## config.mk

```make
export PLATFORM = sky130hd
export DESIGN_NAME = if_fetch_stage
export DESIGN_NICKNAME = d
export VERILOG_FILES = /design/src/rtl/rv_pkg.sv /design/src/rtl/if_id_reg.sv /design/src/rtl/if_fetch_stage.sv
export SDC_FILE = /design/constraint.sdc
export NUM_CORES = 1
export LEC_CHECK = 0
export CAP_MARGIN = 5
export CORE_AREA = 4 4 141 143
export DETAILED_ROUTE_END_ITERATION = 6
export DIE_AREA = 0 0 145 147
export PLACE_DENSITY = 0.73
export SLEW_MARGIN = 20
export SYNTH_ARGS = -nofsm -noshare
export SYNTH_HDL_FRONTEND = slang
export SYNTH_SLANG_ARGS = --single-unit
```

## constraint.sdc

```tcl
create_clock -name clk -period 6 [get_ports clk]
set_input_delay 1.2 -clock clk [delete_from_list [all_inputs] [get_ports clk]]
set_output_delay 1.2 -clock clk [all_outputs]
set_load 0.05 [all_outputs]
```

## src/rtl/rv_pkg.sv

```systemverilog
// Shared definitions for the RV32I core pipeline: datapath width, the
// bubble encoding and the instruction-fetch state machine encoding.
package rv_pkg;

    localparam int XLEN = 32;

    // addi x0, x0, 0 -- architecturally a no-op, used to fill bubbles.
    localparam logic [XLEN-1:0] NOP_INSTR = 32'h0000_0013;

    localparam logic [XLEN-1:0] INSTR_BYTES = 32'd4;

    // REQ   : one request outstanding at fetch_pc
    // HOLD  : a returned word is parked in the hold buffer, no request
    // DRAIN : an abandoned request is still in flight; its data is discarded
    typedef enum logic [1:0] {
        REQ   = 2'd0,
        HOLD  = 2'd1,
        DRAIN = 2'd2
    } fetch_state_e;

    // Sequential PC; plain 32-bit wrap-around (0xFFFF_FFFC -> 0x0).
    function automatic logic [XLEN-1:0] next_pc(input logic [XLEN-1:0] pc);
        return pc + INSTR_BYTES;
    endfunction

endpackage

```

## src/rtl/if_id_reg.sv

```systemverilog
// IF/ID pipeline register. Flush (bubble) takes priority over load; with
// neither asserted the register holds. A bubble keeps the last PC and only
// replaces the instruction with the no-op and clears valid.
module if_id_reg
    import rv_pkg::*;
#(
    parameter logic [31:0] NOP_INSTR = rv_pkg::NOP_INSTR
) (
    input  logic        clk,
    input  logic        rst,
    input  logic        flush,
    input  logic        load,
    input  logic [31:0] pc_in,
    input  logic [31:0] instr_in,
    output logic [31:0] if_id_pc,
    output logic [31:0] if_id_instr,
    output logic        if_id_valid
);

    // Register update: bubble, load a fetched word, or hold.
    // NOTE: sequential state uses non-blocking (<=) so every flop samples
    // the pre-edge values; blocking here would create simulation races.
    always_ff @(posedge clk or posedge rst) begin
        if (rst) begin
            if_id_pc    <= '0;
            if_id_instr <= NOP_INSTR;
            if_id_valid <= 1'b0;
        end else if (flush) begin
            if_id_instr <= NOP_INSTR;
            if_id_valid <= 1'b0;
        end else if (load) begin
            if_id_pc    <= pc_in;
            if_id_instr <= instr_in;
            if_id_valid <= 1'b1;
        end
    end

endmodule

```

## src/rtl/if_fetch_stage.sv

```systemverilog
// Instruction-fetch stage of the 5-stage RV32I core. Owns the PC, keeps a
// single request outstanding to instruction memory, parks one returned word
// across hazard stalls and follows EX-stage redirects, draining any
// abandoned request before fetching at the new target.
module if_fetch_stage #(
    parameter logic [31:0] RESET_PC  = 32'h0000_0000,
    parameter logic [31:0] NOP_INSTR = rv_pkg::NOP_INSTR
) (
    input  logic        clk,
    input  logic        rst,
    input  logic        pc_write,
    input  logic        if_id_write,
    input  logic        redirect_valid,
    input  logic [31:0] redirect_pc,
    output logic        imem_req,
    output logic [31:0] imem_addr,
    input  logic        imem_rvalid,
    input  logic [31:0] imem_rdata,
    output logic [31:0] if_id_pc,
    output logic [31:0] if_id_instr,
    output logic        if_id_valid
);

    import rv_pkg::*;

    fetch_state_e    state;
    logic [XLEN-1:0] fetch_pc;
    logic [XLEN-1:0] pend_pc;
    logic [XLEN-1:0] hold_instr;
    logic            adv;
    logic            id_flush;
    logic            id_load;
    logic [XLEN-1:0] id_instr;
    logic            park_word;

    assign adv       = pc_write & if_id_write;
    // While draining, fetch_pc still holds the abandoned address, so the
    // request address stays stable until its response arrives.
    assign imem_addr = fetch_pc;
    // A response that arrives while the stage is stalled gets parked.
    assign park_word = (state == REQ) && imem_rvalid && !adv && !redirect_valid;

    // IF/ID control: redirect bubbles; otherwise load a fresh or parked word,
    // bubble when nothing arrived, or hold.
    // NOTE: every always_comb output gets a default first so no path can
    // leave it unassigned and infer a latch.
    always_comb begin
        id_flush = 1'b0;
        id_load  = 1'b0;
        id_instr = imem_rdata;
        if (redirect_valid) begin
            id_flush = 1'b1;
        end else begin
            unique case (state)
                REQ: begin
                    if (imem_rvalid) id_load  = adv;
                    else             id_flush = if_id_write;
                end
                HOLD: begin
                    id_load  = adv;
                    id_instr = hold_instr;
                end
                default: ;
            endcase
        end
    end

    // Fetch FSM: PC, pending redirect target and the registered request flag.
    always_ff @(posedge clk or posedge rst) begin
        if (rst) begin
            state    <= REQ;
            fetch_pc <= RESET_PC;
            pend_pc  <= RESET_PC;
            imem_req <= 1'b1;
        end else begin
            unique case (state)
                REQ: begin
                    if (redirect_valid) begin
                        if (imem_rvalid) begin
                            fetch_pc <= redirect_pc;
                        end else begin
                            pend_pc <= redirect_pc;
                            state   <= DRAIN;
                        end
                    end else if (imem_rvalid) begin
                        if (adv) begin
                            fetch_pc <= next_pc(fetch_pc);
                        end else begin
                            state    <= HOLD;
                            imem_req <= 1'b0;
                        end
                    end
                end
                HOLD: begin
                    if (redirect_valid) begin
                        fetch_pc <= redirect_pc;
                        state    <= REQ;
                        imem_req <= 1'b1;
                    end else if (adv) begin
                        fetch_pc <= next_pc(fetch_pc);
                        state    <= REQ;
                        imem_req <= 1'b1;
                    end
                end
                DRAIN: begin
                    if (imem_rvalid) begin
                        fetch_pc <= redirect_valid ? redirect_pc : pend_pc;
                        state    <= REQ;
                    end else if (redirect_valid) begin
                        pend_pc <= redirect_pc;
                    end
                end
                default: begin
                    state    <= REQ;
                    imem_req <= 1'b1;
                end
            endcase
        end
    end

    // Hold buffer data: captured when a response meets a stall.
    // NOTE: the data is deliberately not reset; it is only read in HOLD,
    // and reset leaves the FSM in REQ, so the buffer is empty by state.
    always_ff @(posedge clk) begin
        if (park_word) hold_instr <= imem_rdata;
    end

    if_id_reg #(
        .NOP_INSTR (NOP_INSTR)
    ) u_if_id_reg (
        .clk         (clk),
        .rst         (rst),
        .flush       (id_flush),
        .load        (id_load),
        .pc_in       (fetch_pc),
        .instr_in    (id_instr),
        .if_id_pc    (if_id_pc),
        .if_id_instr (if_id_instr),
        .if_id_valid (if_id_valid)
    );

endmodule

```

==> results.txt, run 1 <==
status: finished, final reports clean
vias in the first global route: 5,725
EDFF count, synth: 32
Max VDD drop: 0.199 mV
# nets final: 932
die area: 21,300 um2
fmax: 294 MHz
layout cell share with drive strength beyond 1: 10.9%
CTS tree: done
synthesis-to-finish area growth: 31.9%
GP Congestion: 0.830
Post-Syn Nets: 787
Hold Fails Final Rpt: 0
die span in x: 145 um
synth warn: 0
initial antenna violation count: 0
synthesized area: 7530 um2
Worst Setup Path Type: in2reg
max_slew headroom: 31.1%
core region area: 18,600 um2
post-CTS sizing: 0
CTS clock-pin slew for the worst setup and hold paths: 0.06 ns
most frequent cells after synthesis: nand2_1 (156), dfrtp_1 (128), o21ai_0 (65)
Clock Latency Late Sink: 0.42 ns
Post-Syn Instances: 716
pwr dens: 371 nW/um2
Setup Fix Bufs, Post-CTS: 0
Routed WL per cell: 17.5 um
total grt overflow: 0
Via Count: 5,827
TNS Setup: 0 ns
via/cell ratio: 5.26
CTS Buf Count: 17
minimum clock period: 3.41 ns
drc violations: 0
Synth area leaders: dfrtp_1 (43%), edfxtp_1 (13%), nand2_1 (7.8%), mux2i_1 (5.2%), mux2_2 (4.6%)
worst clock skew: 0.0109 ns
Clock Tree Root: clkbuf_16
CP arrival: 3.68 ns
period utilization: 56.8%
Site Rows: 50
Setup violations, final: 0
total track usage: 18.4%
initial core utilization: 40.6%
die height: 147 um
number of I/O pins: 168
Critical Path Fanout Max: 26
Critical Path Start Type: input pin
H-tree Lvls: 4
Detailed Route Iter0 Violations: 337
Synth area leader: dfrtp_1
Mean Syn Cell Area: 10.5 um2
top_reg_cell synth: dfrtp_1
final hold slack: 0.472 ns
hold buffers post-CTS: 0
ANT cells: 0
most numerous cell in the Yosys netlist: nand2_1
WP data required: 6.27 ns
critical path endpoint category: flop
sequential share of the synthesized area: 56.7%
Max Cap Violations: 0
clock sinks: 164
Post-DP HPWL: 13,200 um
r2r startpoint: state[1]$_DFFE_PP0P_
Final Max Tran Viols: 0
fraction of registers with async set/reset: 80.5%
Port Buffers: 167
Clock Path Buffers: 2
total wire length: 19,400 um
Setup crit start: pc_write
share of Yosys cell area claimed by the top area cell type: 42.5%
#FFs+latches synth: 164
first-pass GRT wire length: 31,800 um
TritonRoute pass-1 iters: 4
leakage power: 3.99 nW
Final ANT Viol Nets: 0
hold_sp: u_if_id_reg.if_id_pc[26]$_DFFE_PP0P_
Hold Crit Class: reg2reg
RSZ-0062 raised after global routing: no
Cell variety after synth: 60
pin count of the biggest net entering global routing: 91
Worst Tran Pin Value: 1.03 ns
cell type report:
| type | count | area, um2 |
|---|---|---|
| Fill cell | 1641 | 8640 |
| Sequential cell | 164 | 4270 |
| Multi-Input combinational cell | 490 | 2980 |
| Timing Repair Buffer | 177 | 1740 |
| Clock buffer | 20 | 457 |
| Tap cell | 234 | 293 |
| Clock inverter | 12 | 155 |
| Inverter | 11 | 46.3 |
final timing paths:
check                                                           to  slack [ns]  cells after the start
max                                      imem_addr[29]$_DFFE_PP0P_        2.59                      7
min                           u_if_id_reg.if_id_pc[26]$_DFFE_PP0P_        0.47                      2
max reg2reg                              imem_addr[29]$_DFFE_PP0P_        3.39                      6
min reg2reg                   u_if_id_reg.if_id_pc[26]$_DFFE_PP0P_        0.47                      2
max in group asynchronous  u_if_id_reg.if_id_instr[14]$_DFFE_PP0P_        3.51                      3
min in group asynchronous     u_if_id_reg.if_id_pc[26]$_DFFE_PP0P_        1.31                      2
report_power, final:
part / internal (W) / switching [W]
clock: 0.000677 / 0.000442
combinational: 0.000385 / 0.000712
sequential: 0.00131 / 0.000162
registers in the layout, indices dropped and copies added, names as in the netlist:
register	count
pend_pc	32
u_if_id_reg.if_id_pc	32
u_if_id_reg.if_id_instr	32
state	2
u_if_id_reg.if_id_valid	1
imem_req	1
hold_instr	32
imem_addr	32
worst max-delay path, cell delays in order:
cell and delay [ns]:
clkdlybuf4s50_1 0.46, a211oi_1 0.50, a211o_1 0.64, buf_4 0.38
nor3_1 0.08, a221oi_1 0.27, o21ai_1 0.12
kinds of logic after synthesis:
family                     synth area share, %
AOI/OAI and AO/OA                         12.6
xor gates and xnor gates                  1.05
adders and majority gates                0.166
buffers and inverters                     4.04
DFF                                       56.7
muxes                                     9.96
and+or+nand+nor                           15.6
cell usage in the layout, fill, tap and decap left out, types with 5 or more instances in the layout:
master	count
nor3b_1	7
a211oi_1	9
o21ai_1	7
o21ai_0	65
edfxtp_1	32
xnor2_1	5
nor3_1	13
a221oi_1	6
buf_4	10
nand3_1	12
inv_1	10
nor2_1	27
dfrtp_1	128
clkbuf_16	17
clkdlybuf4s50_1	166
nand2_1	156
a21oi_1	32
mux2_2	31
mux2i_1	39
per-stage QoR:
step / power, W / worst slack [ns] / cell area [um2] / std cells / util [%]
5_1_grt: 0.00385 / 2.44 / 9940 / 1108 / 53.5
2_1_floorplan: 0.00217 / 1.28 / 7530 / 716 / -
3_5_place_dp: 0.00259 / 2.20 / 9330 / 1076 / 50.2
3_3_place_gp: 0.00258 / 2.33 / 9330 / 1076 / 50.2
4_1_cts: 0.00372 / 2.64 / 9940 / 1108 / 53.5
6_report: 0.00369 / 2.59 / 9940 / 1108 / 53.5
routing by layer:
metal  vias to the layer above  GRT usage (%)  routed length [um]
met5                         -              0                   0
met4                         0           6.41                 378
met3                        30           4.19                1110
met2                       199           28.4                8850
met1                      2780           25.6                9080
li1                       2818              -                   -
No activity file was read; power rests on OpenSTA's default activity.
==> inputs of run 2 (changes only) <==
PLACE_DENSITY = 0.76   (was 0.73)
clock period = 3.1 ns   (was 6 ns; I/O delays follow)
==> results.txt, run 2 (synthesis gave the netlist of run 1 again) <==
placed insts: 1,086 (+0.93%)
TNS Setup: 0 ns (unchanged)
worst clock skew: 0.0106 ns (-0.000320 ns)
RSZ-0062 raised after global routing: no
Critical Path Fanout Max: 9 (-65%)
die area: 21,300 um2 (unchanged)
Layout fillers: 1,602 (-2.4%)
CTS tree: done
via/cell ratio: 5.33 (+1.4%)
number of I/O pins: 168 (unchanged)
Worst Setup Path Type: reg2out
dpl ws: 0.374 ns (-1.83 ns)
Clock Tree Root: clkbuf_16
FF/Latch Area: 4270 um2 (unchanged)
WP data required: 2.48 ns (-3.79 ns)
Routed WL per cell: 18.1 um (+3.4%)
pin count of the biggest net entering global routing: 133 (+46%)
die height: 147 um (unchanged)
CP Buf/Inv Count: 1 (-1)
highest-count cells in the layout ignoring fill and taps: clkdlybuf4s50_1 (166), nand2_1 (156), dfrtp_1 (128)
TritonRoute pass-1 iters: 5 (+1)
Final ANT Viol Nets: 0 (unchanged)
vias in the first global route: 6,064 (+5.9%)
area of the multi-input gates: 2980 um2 (unchanged)
Final Util: 54.4% (+0.90 points)
CP arrival: 1.86 ns (-1.82 ns)
Via Count: 5,960 (+2.3%)
core region area: 18,600 um2 (unchanged)
total grt overflow: 0 (unchanged)
Max Cap Violations: 0 (unchanged)
total wire length: 20,300 um (+4.4%)
Critical Path Start Type: flop
critical path's top delay family: buffers and inverters
Clock Path Buffers: 2 (unchanged)
post-CTS sizing: 0 (unchanged)
worst setup margin: 0.623 ns (-1.97 ns)
die span in x: 145 um (unchanged)
Site Rows: 50 (unchanged)
Int Pwr: 0.00467 W (+97%)
clock share of power: 31.5% (+1.2 points)
Post-DP HPWL: 13,800 um (+4.4%)
initial core utilization: 40.6% (unchanged)
minimum clock period: 2.48 ns
# nets final: 942 (+1.1%)
Hold Crit Class: reg2reg
Max VDD drop: 0.385 mV (+94%)
fmax: 404 MHz
Hold Fails Final Rpt: 0 (unchanged)
Setup Fix Bufs, Post-CTS: 0 (unchanged)
initial antenna violation count: 0 (unchanged)
Clock Latency Late Sink: 0.43 ns (about the same)
CTS clock-pin slew for the worst setup and hold paths: 0.07 ns (about the same)
Worst Tran Pin Value: 0.731 ns (-0.303 ns)
pwr dens: 723 nW/um2 (+95%)
CP max stage cell: clkdlybuf4s50_1
synthesis-to-finish area growth: 34.2%
Detailed Route Iter0 Violations: 423 (+26%)
Sw Ratio: 36.2% (+0.46 points)
layout cell share with drive strength beyond 1: 12.1% (+1.2 points)
critical path endpoint category: output port
CP Cell Sequence: clkdlybuf4s50_1
sequential power share: 39.0% (-0.9 points)
H-tree Lvls: 4 (unchanged)
status: finished, final reports clean
Comb pwr share: 29.5% (-0.3 points)
Finished Layout Cells: 1,118 (+0.90%)
ANT cells: 0 (unchanged)
Port Buffers: 167 (unchanged)
clock sinks: 164 (unchanged)
GP Congestion: 0.808 (-2.6%)
period utilization: 79.9%
total track usage: 19.2% (+0.89 points)
Setup violations, final: 0 (unchanged)
NetSw: 0.00264 W (+100%)
first-pass GRT wire length: 33,100 um (+4.3%)
Final Max Tran Viols: 0 (unchanged)
max_slew headroom: 51.2% (+20 points)
most common library cell in the layout ignoring fill and taps: clkdlybuf4s50_1
CTS Buf Count: 17 (unchanged)
Max stage delay on crit path: 0.89 ns (+0.25 ns)
hold buffers post-CTS: 0 (unchanged)
leakage power: 4.08 nW (+2.2%)
drc violations: 0 (unchanged)
[run 2: cell types whose count changed in the layout (fill, tap and decap cells not counted), sizes merged]
cell      change
clkinv        -3
inv           +6
clkbuf        -3
buf          +10
clkinvlp      -1
bufinv        +1
[run 2: layout make-up]
type / instances / share of cell area [%]
well taps: 234 / 2.90
multi-input cells: 490 / 29.5
clock buffers: 17 / 4.21
repair buffers: 187 / 18.6
flip-flops and latches: 164 / 42.2
clock inverters: 15 / 2.14
inverters: 11 / 0.446
[run 2: metrics by stage]
step / hold slack [ns] / power, W / cell area (um2)
after global routing: 0.497 / 0.00762 / 10100
after CTS: 0.479 / 0.00737 / 10100
after floorplan: 0.457 / 0.00420 / 7540
after detailed placement: 0.463 / 0.00505 / 9470
final: 0.476 / 0.00731 / 10100
after global placement: 0.460 / 0.00500 / 9470
[run 2: routing by layer]
metal,vias to the layer above,routed length [um],GRT usage (%)
li1,2831,-,-
met1,2907,9350,26.4
met2,201,9340,30.3
met3,21,1220,4.75
met4,0,346,6.27
met5,-,0,0
[run 2: path summary, 6_finish.rpt]
kind                                                startpoint  depth (start not counted)  slack, ns                                      end
max in group asynchronous                                  rst                          3       1.80                imem_addr[22]$_DFFE_PP0P_
min reg2reg                u_if_id_reg.if_id_pc[0]$_DFFE_PP0P_                          2       0.48      u_if_id_reg.if_id_pc[0]$_DFFE_PP0P_
max                                  imem_addr[11]$_DFFE_PP0P_                          1       0.62                            imem_addr[11]
min in group asynchronous                                  rst                          3       0.77      u_if_id_reg.if_id_pc[0]$_DFFE_PP0P_
min                        u_if_id_reg.if_id_pc[0]$_DFFE_PP0P_                          2       0.48      u_if_id_reg.if_id_pc[0]$_DFFE_PP0P_
max reg2reg                               state[1]$_DFFE_PP0P_                          4       0.95  u_if_id_reg.if_id_instr[31]$_DFFE_PP0P_
[run 2: power by group through the flow]
stage / registers [W] / clock network (W) / logic, W
4_1_cts: 0.00285 / 0.00235 / 0.00217
3_5_place_dp: 0.00289 / 0 / 0.00216
3_3_place_gp: 0.00287 / 0 / 0.00213
5_1_grt: 0.00289 / 0.00244 / 0.00229
6_report: 0.00285 / 0.00230 / 0.00215
2_1_floorplan: 0.00363 / 0 / 0.000573
==> inputs of run 3 (changes only) <==
clock period = 2.1 ns   (was 3.1 ns; I/O delays follow)
==> results.txt, run 3 (synthesis gave the netlist of run 1 again) <==
Final Max Tran Viols: 0 (unchanged)
Int Pwr: 0.00675 W (+45%)
clock sinks: 164 (unchanged)
max_slew headroom: 62.6% (+11 points)
total power: 0.0106 W (+45%)
Worst Tran Pin Value: 0.560 ns (-0.172 ns)
die span in x: 145 um (unchanged)
# nets final: 966 (+2.5%)
total grt overflow: 0 (unchanged)
CP max stage cell: clkdlybuf4s50_1
ANT cells: 0 (unchanged)
Hold Crit Class: in2async
Hold Fails Final Rpt: 0 (unchanged)
r2r startpoint: imem_addr[2]$_DFFE_PP0P_
Max VDD drop: 0.635 mV (+65%)
sequential power share: 39.1% (about the same)
CTS clock-pin slew for the worst setup and hold paths: 0.07 ns (about the same)
die height: 147 um (unchanged)
minimum clock period: 2.03 ns
CP Cell Sequence: clkdlybuf4s50_1
initial antenna violation count: 0 (unchanged)
WP data required: 1.68 ns (-0.80 ns)
core region area: 18,600 um2 (unchanged)
total wire length: 20,000 um (-1.4%)
critical path endpoint category: output port
Port Buffers: 167 (unchanged)
vias in the first global route: 6,016 (-0.79%)
Detailed Route Iter0 Violations: 354 (-16%)
Clock Latency Late Sink: 0.42 ns (about the same)
clock share of power: 30.1% (-1.4 points)
GP Congestion: 0.817 (+1.1%)
Critical Path Fanout Max: 2 (-7)
Layout fillers: 1,592 (-0.62%)
Via Count: 6,010 (+0.84%)
pin count of the biggest net entering global routing: 63 (-53%)
Max Cap Violations: 0 (unchanged)
most common library cell in the layout ignoring fill and taps: nand2_1
Comb pwr share: 30.8% (+1.3 points)
total track usage: 18.8% (-0.45 points)
CP Buf/Inv Count: 1 (unchanged)
CP arrival: 1.61 ns (-0.25 ns)
Setup violations, final: 0 (unchanged)
layout cell share with drive strength beyond 1: 17.2% (+5.1 points)
Sw Ratio: 36.2% (about the same)
Critical Path Start Type: flop
leakage power: 4.26 nW (+4.4%)
drc violations: 0 (unchanged)
TritonRoute pass-1 iters: 5 (unchanged)
Final Util: 55.3% (+0.91 points)
Clock Tree Root: clkbuf_16
status: finished, final reports clean
Site Rows: 50 (unchanged)
fmax: 493 MHz
pwr dens: 1030 nW/um2 (+42%)
worst clock skew: 0.0103 ns (-0.000343 ns)
first-pass GRT wire length: 32,400 um (-2.2%)
TNS Setup: 0 ns (unchanged)
Post-DP HPWL: 14,100 um (+2.7%)
Worst Setup Path Type: reg2out
CTS Buf Count: 17 (unchanged)
highest-count cells in the layout ignoring fill and taps: nand2_1 (156), clkdlybuf4s50_1 (129), dfrtp_1 (128)
placed cell area: 9680 um2 (+2.2%)
critical path's top delay family: buffers and inverters
CTS tree: done
H-tree Lvls: 4 (unchanged)
die area: 21,300 um2 (unchanged)
Routed WL per cell: 17.5 um (-3.4%)
Clock Path Buffers: 2 (unchanged)
synthesis-to-finish area growth: 36.4%
Max stage delay on crit path: 0.81 ns (-0.08 ns)
NetSw: 0.00382 W (+45%)
final instance area: 10,300 um2 (+1.7%)
Final ANT Viol Nets: 0 (unchanged)
number of I/O pins: 168 (unchanged)
via/cell ratio: 5.26 (-1.3%)
initial core utilization: 40.6% (unchanged)
RSZ-0062 raised after global routing: no
Setup crit start: u_if_id_reg.if_id_instr[8]$_DFFE_PP0P_
period utilization: 96.6%
[run 3: cell types whose count changed in the layout (fill, tap and decap cells not counted), sizes merged]
cell	change
bufinv	-2
clkinv	+3
inv	-3
buf	+51
clkbuf	+2
dlygate4sd2	+10
clkdlybuf4s50	-37
[run 3: routing by layer]
metal,wire (um),track usage [%],up-vias
li1,-,-,2885
met1,8840,25.0,2908
met2,9690,31.0,197
met3,1220,5.00,20
met4,242,4.47,0
met5,0,0,-
[run 3: power by group through the flow]
stage | Sequential (W) | Clock (W) | Combinational [W]
after detailed placement | 0.00419 | 0 | 0.00330
after global routing | 0.00420 | 0.00341 | 0.00346
after global placement | 0.00418 | 0 | 0.00326
after floorplan | 0.00535 | 0 | 0.000847
after CTS | 0.00414 | 0.00326 | 0.00329
final | 0.00413 | 0.00318 | 0.00326
[run 3: cell type report]
class / instances / area, um2 / share of cell area, %
clock buffer: 19 / 464 / 4.52
clock inverter: 13 / 146 / 1.42
inverter: 11 / 45.0 / 0.438
multi-input combinational: 490 / 2980 / 29.0
sequential: 164 / 4270 / 41.5
tap: 234 / 293 / 2.85
timing repair buffer: 211 / 2080 / 20.2
[run 3: final timing paths]
check	endpoint	slack, ns	cells past startpoint
worst min-delay path	u_if_id_reg.if_id_pc[0]$_DFFE_PP0P_	0.41	2
worst max-delay path	if_id_instr[8]	0.07	1
worst max register to register	imem_addr[24]$_DFFE_PP0P_	0.18	7
max in group asynchronous	u_if_id_reg.if_id_instr[4]$_DFFE_PP1P_	1.07	3
min in group clk	state[0]$_DFFE_PP0P_	0.45	4
worst min register to register	u_if_id_reg.if_id_instr[31]$_DFFE_PP0P_	0.48	2
[run 3: what timing repair did]
item	4_1_cts	5_1_grt
hold buffers	0	0
endpoints found under the setup margin	10	0
resized for setup	10	0
setup buffers	0	0
[run 3: stage by stage]
| step | setup WS, ns | std cells | hold WS [ns] |
|---|---|---|---|
| floorplan | 0.00681 | 716 | 0.457 |
| global placement | -0.0141 | 1110 | 0.460 |
| detailed placement | -0.0570 | 1110 | 0.467 |
| CTS | 0.0389 | 1142 | 0.415 |
| global route | 0.0152 | 1142 | 0.461 |
| finish | 0.0706 | 1142 | 0.410 |
==> edit 1: new RTL, settings of run 2 <==
Register the output `if_id_instr`, without a reset; this adds one clock of latency there. The other outputs are not delayed to match.
--- a/src/rtl/if_fetch_stage.sv
+++ b/src/rtl/if_fetch_stage.sv
@@ -22,6 +22,8 @@
 );
 
     import rv_pkg::*;
+
+    logic [31:0] if_id_instr_d;
 
     fetch_state_e    state;
     logic [XLEN-1:0] fetch_pc;
@@ -135,9 +137,13 @@
         .pc_in       (fetch_pc),
         .instr_in    (id_instr),
         .if_id_pc    (if_id_pc),
-        .if_id_instr (if_id_instr),
+        .if_id_instr (if_id_instr_d),
         .if_id_valid (if_id_valid)
     );
 
+    always_ff @(posedge clk) begin
+        if_id_instr <= if_id_instr_d;
+    end
+
 endmodule
 
Function: changed (a bounded check fails within 4 cycles, from zero or initial values and one cycle with rst high).
==> edit 1 against run 2 <==
Sequential cell count up 32; setup slack worse by 0.0029 ns; area after synthesis up 8.8%; register-to-register slack worse by 0.19 ns; total power up 13%; cell area up 6.1%; routed wire length down 1.1%; sequential share of layout area up 3.5 points; count of clock-buffer cells in the layout unchanged; global-route usage down 0.20 points.
==> edit 1: results (changes against run 2) <==
| Metric | Value |
|---|---|
| Run status | finished clean (unchanged) |
| DP Area | 0.0101 mm^2 (was 0.00947 mm^2) |
| Worst VDD drop | 0.520 mV (was 0.385 mV) |
| Clock share of power | 0.272 (was 0.315) |
| Worst Hold End | if_id_instr[2] (was u_if_id_reg.if_id_pc[0]) |
| Highest routed layer | met5 (was met4) |
| DRT Wirelength | 20000 um (was 20300 um) |
| HP Start | u_if_id_reg.if_id_instr[2] (was u_if_id_reg.if_id_pc[0]) |
| Placement Setup Slack | 0.488 ns (was 0.374 ns) |
| First-pass GRT wire length | 32800 um (was 33100 um) |
| P_leak | 4.27 nW (was 4.08 nW) |
| GRT met3 Usage | 0.0463 (was 0.0475) |
| Avg WL per Cell | 18.4 um (was 18.1 um) |
| Power Sequential | 3.41 mW (was 2.85 mW) |
| Detailed Place HPWL | 13400 um (was 13800 um) |
| Setup Skew | 0.0157 ns (was 0.0106 ns) |
| Max incr delay on CP | 0.87 ns (was 0.89 ns) |
| Dpl cells | 1056 (was 1086) |
| Initial DRC count | 376 (was 423) |
| GPL Wtd Cong | 0.795 (was 0.808) |
| Seq/Total Area, Yosys | 0.599 (was 0.567) |
| Synth Net Count | 753 (was 787) |
| Number of antenna violations at the first check in global routing | 1 (was 0) |
| Met2 wire length | 9510 um (was 9340 um) |
| Reg2Reg Setup Slack | 0.76 ns (was 0.95 ns) |
| GRT Total Usage | 0.191 (was 0.192) |
| Switching portion of total power | 0.383 (was 0.362) |
| Share of layout cells above drive strength 1 | 0.128 (was 0.121) |
| Filler instances | 1532 (was 1602) |
| Met3 WL | 1050 um (was 1220 um) |
| Crit Reg-Reg Endpoint | imem_addr[9] (was u_if_id_reg.if_id_instr[31]) |
| Design Power | 8.23 mW (was 7.31 mW) |
==> edit 1: cell count changes in the layout (fill, tap and decap cells not counted), sizes merged, moves of 5 or more <==
cell           run 2  this run
nand2            157        68
nand4              4        12
nor3b              7         0
xor2               4        11
nor2              30        25
clkinv             2         9
and3               1        15
mux2              32        62
dfxtp              0        32
o21ai             72        78
==> edit 1: cell type report <==
type,instances,area (um^2),area share
Timing Repair Buffer,183,1820,0.170
Sequential cell,196,4910,0.458
Tap cell,234,293,0.0273
Clock inverter,15,201,0.0188
Multi-Input combinational cell,434,3040,0.283
Inverter,9,37.5,0.00350
Clock buffer,17,425,0.0397
==> edit 1: cell families after synthesis <==
group           Yosys count  synth area share
compound gates          155             0.112
simple gates            164             0.107
fa+ha+maj                 1           0.00153
buf+inv                  52            0.0333
flops                   196             0.599
xor+xnor                 13            0.0139
mux                     101             0.133
==> edit 1: worst register-to-register path: stages (launching register included) <==
cell      delay, ns
dfrtp_1        0.61
nor2b_1        0.85
nor2_1         0.30
a311oi_1       0.35
o22a_1         0.17
==> edit 2: new RTL, flow settings as in run 2 <==
Made on the original files. Add an input register stage for `redirect_pc`; this delays it by one clock. The other inputs are not delayed to match.
--- a/src/rtl/if_fetch_stage.sv
+++ b/src/rtl/if_fetch_stage.sv
@@ -22,6 +22,12 @@
 );
 
     import rv_pkg::*;
+
+    logic [31:0] redirect_pc_q;
+
+    always_ff @(posedge clk) begin
+        redirect_pc_q <= redirect_pc;
+    end
 
     fetch_state_e    state;
     logic [XLEN-1:0] fetch_pc;
@@ -77,9 +83,9 @@
                 REQ: begin
                     if (redirect_valid) begin
                         if (imem_rvalid) begin
-                            fetch_pc <= redirect_pc;
+                            fetch_pc <= redirect_pc_q;
                         end else begin
-                            pend_pc <= redirect_pc;
+                            pend_pc <= redirect_pc_q;
                             state   <= DRAIN;
                         end
                     end else if (imem_rvalid) begin
@@ -93,7 +99,7 @@
                 end
                 HOLD: begin
                     if (redirect_valid) begin
-                        fetch_pc <= redirect_pc;
+                        fetch_pc <= redirect_pc_q;
                         state    <= REQ;
                         imem_req <= 1'b1;
                     end else if (adv) begin
@@ -104,10 +110,10 @@
                 end
                 DRAIN: begin
                     if (imem_rvalid) begin
-                        fetch_pc <= redirect_valid ? redirect_pc : pend_pc;
+                        fetch_pc <= redirect_valid ? redirect_pc_q : pend_pc;
                         state    <= REQ;
                     end else if (redirect_valid) begin
-                        pend_pc <= redirect_pc;
+                        pend_pc <= redirect_pc_q;
                     end
                 end
                 default: begin
Behaviour: not the same (a bounded check fails within 4 cycles, from zero or initial values and one cycle with rst high).
==> edit 2 against run 2 <==
Cell area rose by 4.5%; area after synthesis increased by 6.6%; clock power down 9.1%; utilization increased by 2.5 points; synthesized cell count grew 4.1%; routed wire length decreased by 0.16%; hold slack got worse by 0.017 ns; total power is 3.9% higher; sequential power is 16% higher; setup slack improved by 0.012 ns; count of clock-buffer cells in the layout rose by 6; sequential cell count up 32; critical endpoint is now imem_addr[4].
==> edit 2: results (changes against run 2) <==
| Metric | Value |
|---|---|
| Sw power | 2.71 mW (was 2.64 mW) |
| Initial DRC count | 472 (was 423) |
| Synth Net Count | 816 (was 787) |
| Reg2reg path depth | 6 (was 4) |
| HP Class | in -> reg (was reg -> reg) |
| P_leak | 4.35 nW (was 4.08 nW) |
| Dpl cells | 1121 (was 1086) |
| Max-Slew Margin vs Limit | 0.532 (was 0.512) |
| Setup Skew | 0.00787 ns (was 0.0106 ns) |
| Detailed Place HPWL | 14100 um (was 13800 um) |
| Met2 wire length | 9480 um (was 9340 um) |
| Reg2Reg Setup Slack | 0.92 ns (was 0.95 ns) |
| Seq/Total Area, Yosys | 0.612 (was 0.567) |
| Comb pwr share | 0.287 (was 0.295) |
| Synth area leaders | dfrtp_1, edfxtp_1, dfxtp_1 (was dfrtp_1, edfxtp_1, nand2_1) |
| Async S/R FF share, synth | 0.673 (was 0.805) |
| Run status | finished clean (unchanged) |
| Fin nets | 977 (was 942) |
| Max Fanout on Critical Path | 10 (was 9) |
| DRT met1 WL | 8990 um (was 9350 um) |
| GPL Wtd Cong | 0.842 (was 0.808) |
| Met3 WL | 1330 um (was 1220 um) |
| Max incr delay on CP | 0.87 ns (was 0.89 ns) |
| Reg2Reg Launch Point | imem_addr[2] (was state[1]) |
| Crit Reg-Reg Endpoint | imem_addr[14] (was u_if_id_reg.if_id_instr[31]) |
| DR vias/cell | 5.40 (was 5.33) |
| Synth top cells by count | nand2_1, dfrtp_1, o21ai_0 (unchanged) |
| Adder-cell share of the synthesized area | 0.00156 (was 0.00166) |
| Synth Area per Inst | 10.8 um^2 (was 10.5 um^2) |
| Share of layout cells above drive strength 1 | 0.112 (was 0.121) |
| Compound-cell area share of the yosys netlist | 0.120 (was 0.126) |
==> edit 2: layer usage <==
layer / global-route usage / vias up
met5: 0 / -
li1: - / 2947
met1: 0.260 / 2993
met3: 0.0444 / 28
met2: 0.296 / 255
met4: 0.0727 / 0
==> edit 2: area by class of cell <==
cell class                      instances  area (um^2)
Multi-Input combinational cell        492         2900
Fill cell                            1588         8010
Clock buffer                           23          500
Timing Repair Buffer                  188         1850
Inverter                               11         45.0
Clock inverter                          9         67.6
Tap cell                              234          293
Sequential cell                       196         4910
==> edit 2: per-stage QoR <==
| stage | area, um^2 | power [mW] | setup slack, ns | util | hold WS, ns |
|---|---|---|---|---|---|
| global route | 10600 | 7.93 | 0.560 | 0.569 | 0.459 |
| detailed placement | 10000 | 5.57 | 0.592 | 0.538 | 0.462 |
| finish | 10600 | 7.59 | 0.635 | 0.569 | 0.459 |
| global placement | 10000 | 5.52 | 0.580 | 0.538 | 0.459 |
| floorplan | 8030 | 4.69 | 0.0194 | - | 0.455 |
| CTS | 10600 | 7.67 | 0.585 | 0.569 | 0.444 |
==> edit 2: worst max-delay path by stage <==
stage / start / endpoint / slack, ns
floorplan: redirect_valid / hold_instr[0] / 0.02
global placement: pc_write / imem_addr[30] / 0.58
detailed placement: pc_write / imem_addr[30] / 0.59
CTS: imem_addr[4] / imem_addr[4] / 0.58
global route: imem_addr[4] / imem_addr[4] / 0.56
finish: imem_addr[4] / imem_addr[4] / 0.63
==> edit 2: kinds of logic after synthesis <==
| group | after synthesis |
|---|---|
| adder cells (fa/ha/maj) | 1 |
| XOR/XNOR | 4 |
| buffers and inverters | 57 |
| flip-flops | 196 |
| multiplexers | 65 |
| AO/OA/AOI/OAI | 158 |
| AND/OR/NAND/NOR | 264 |
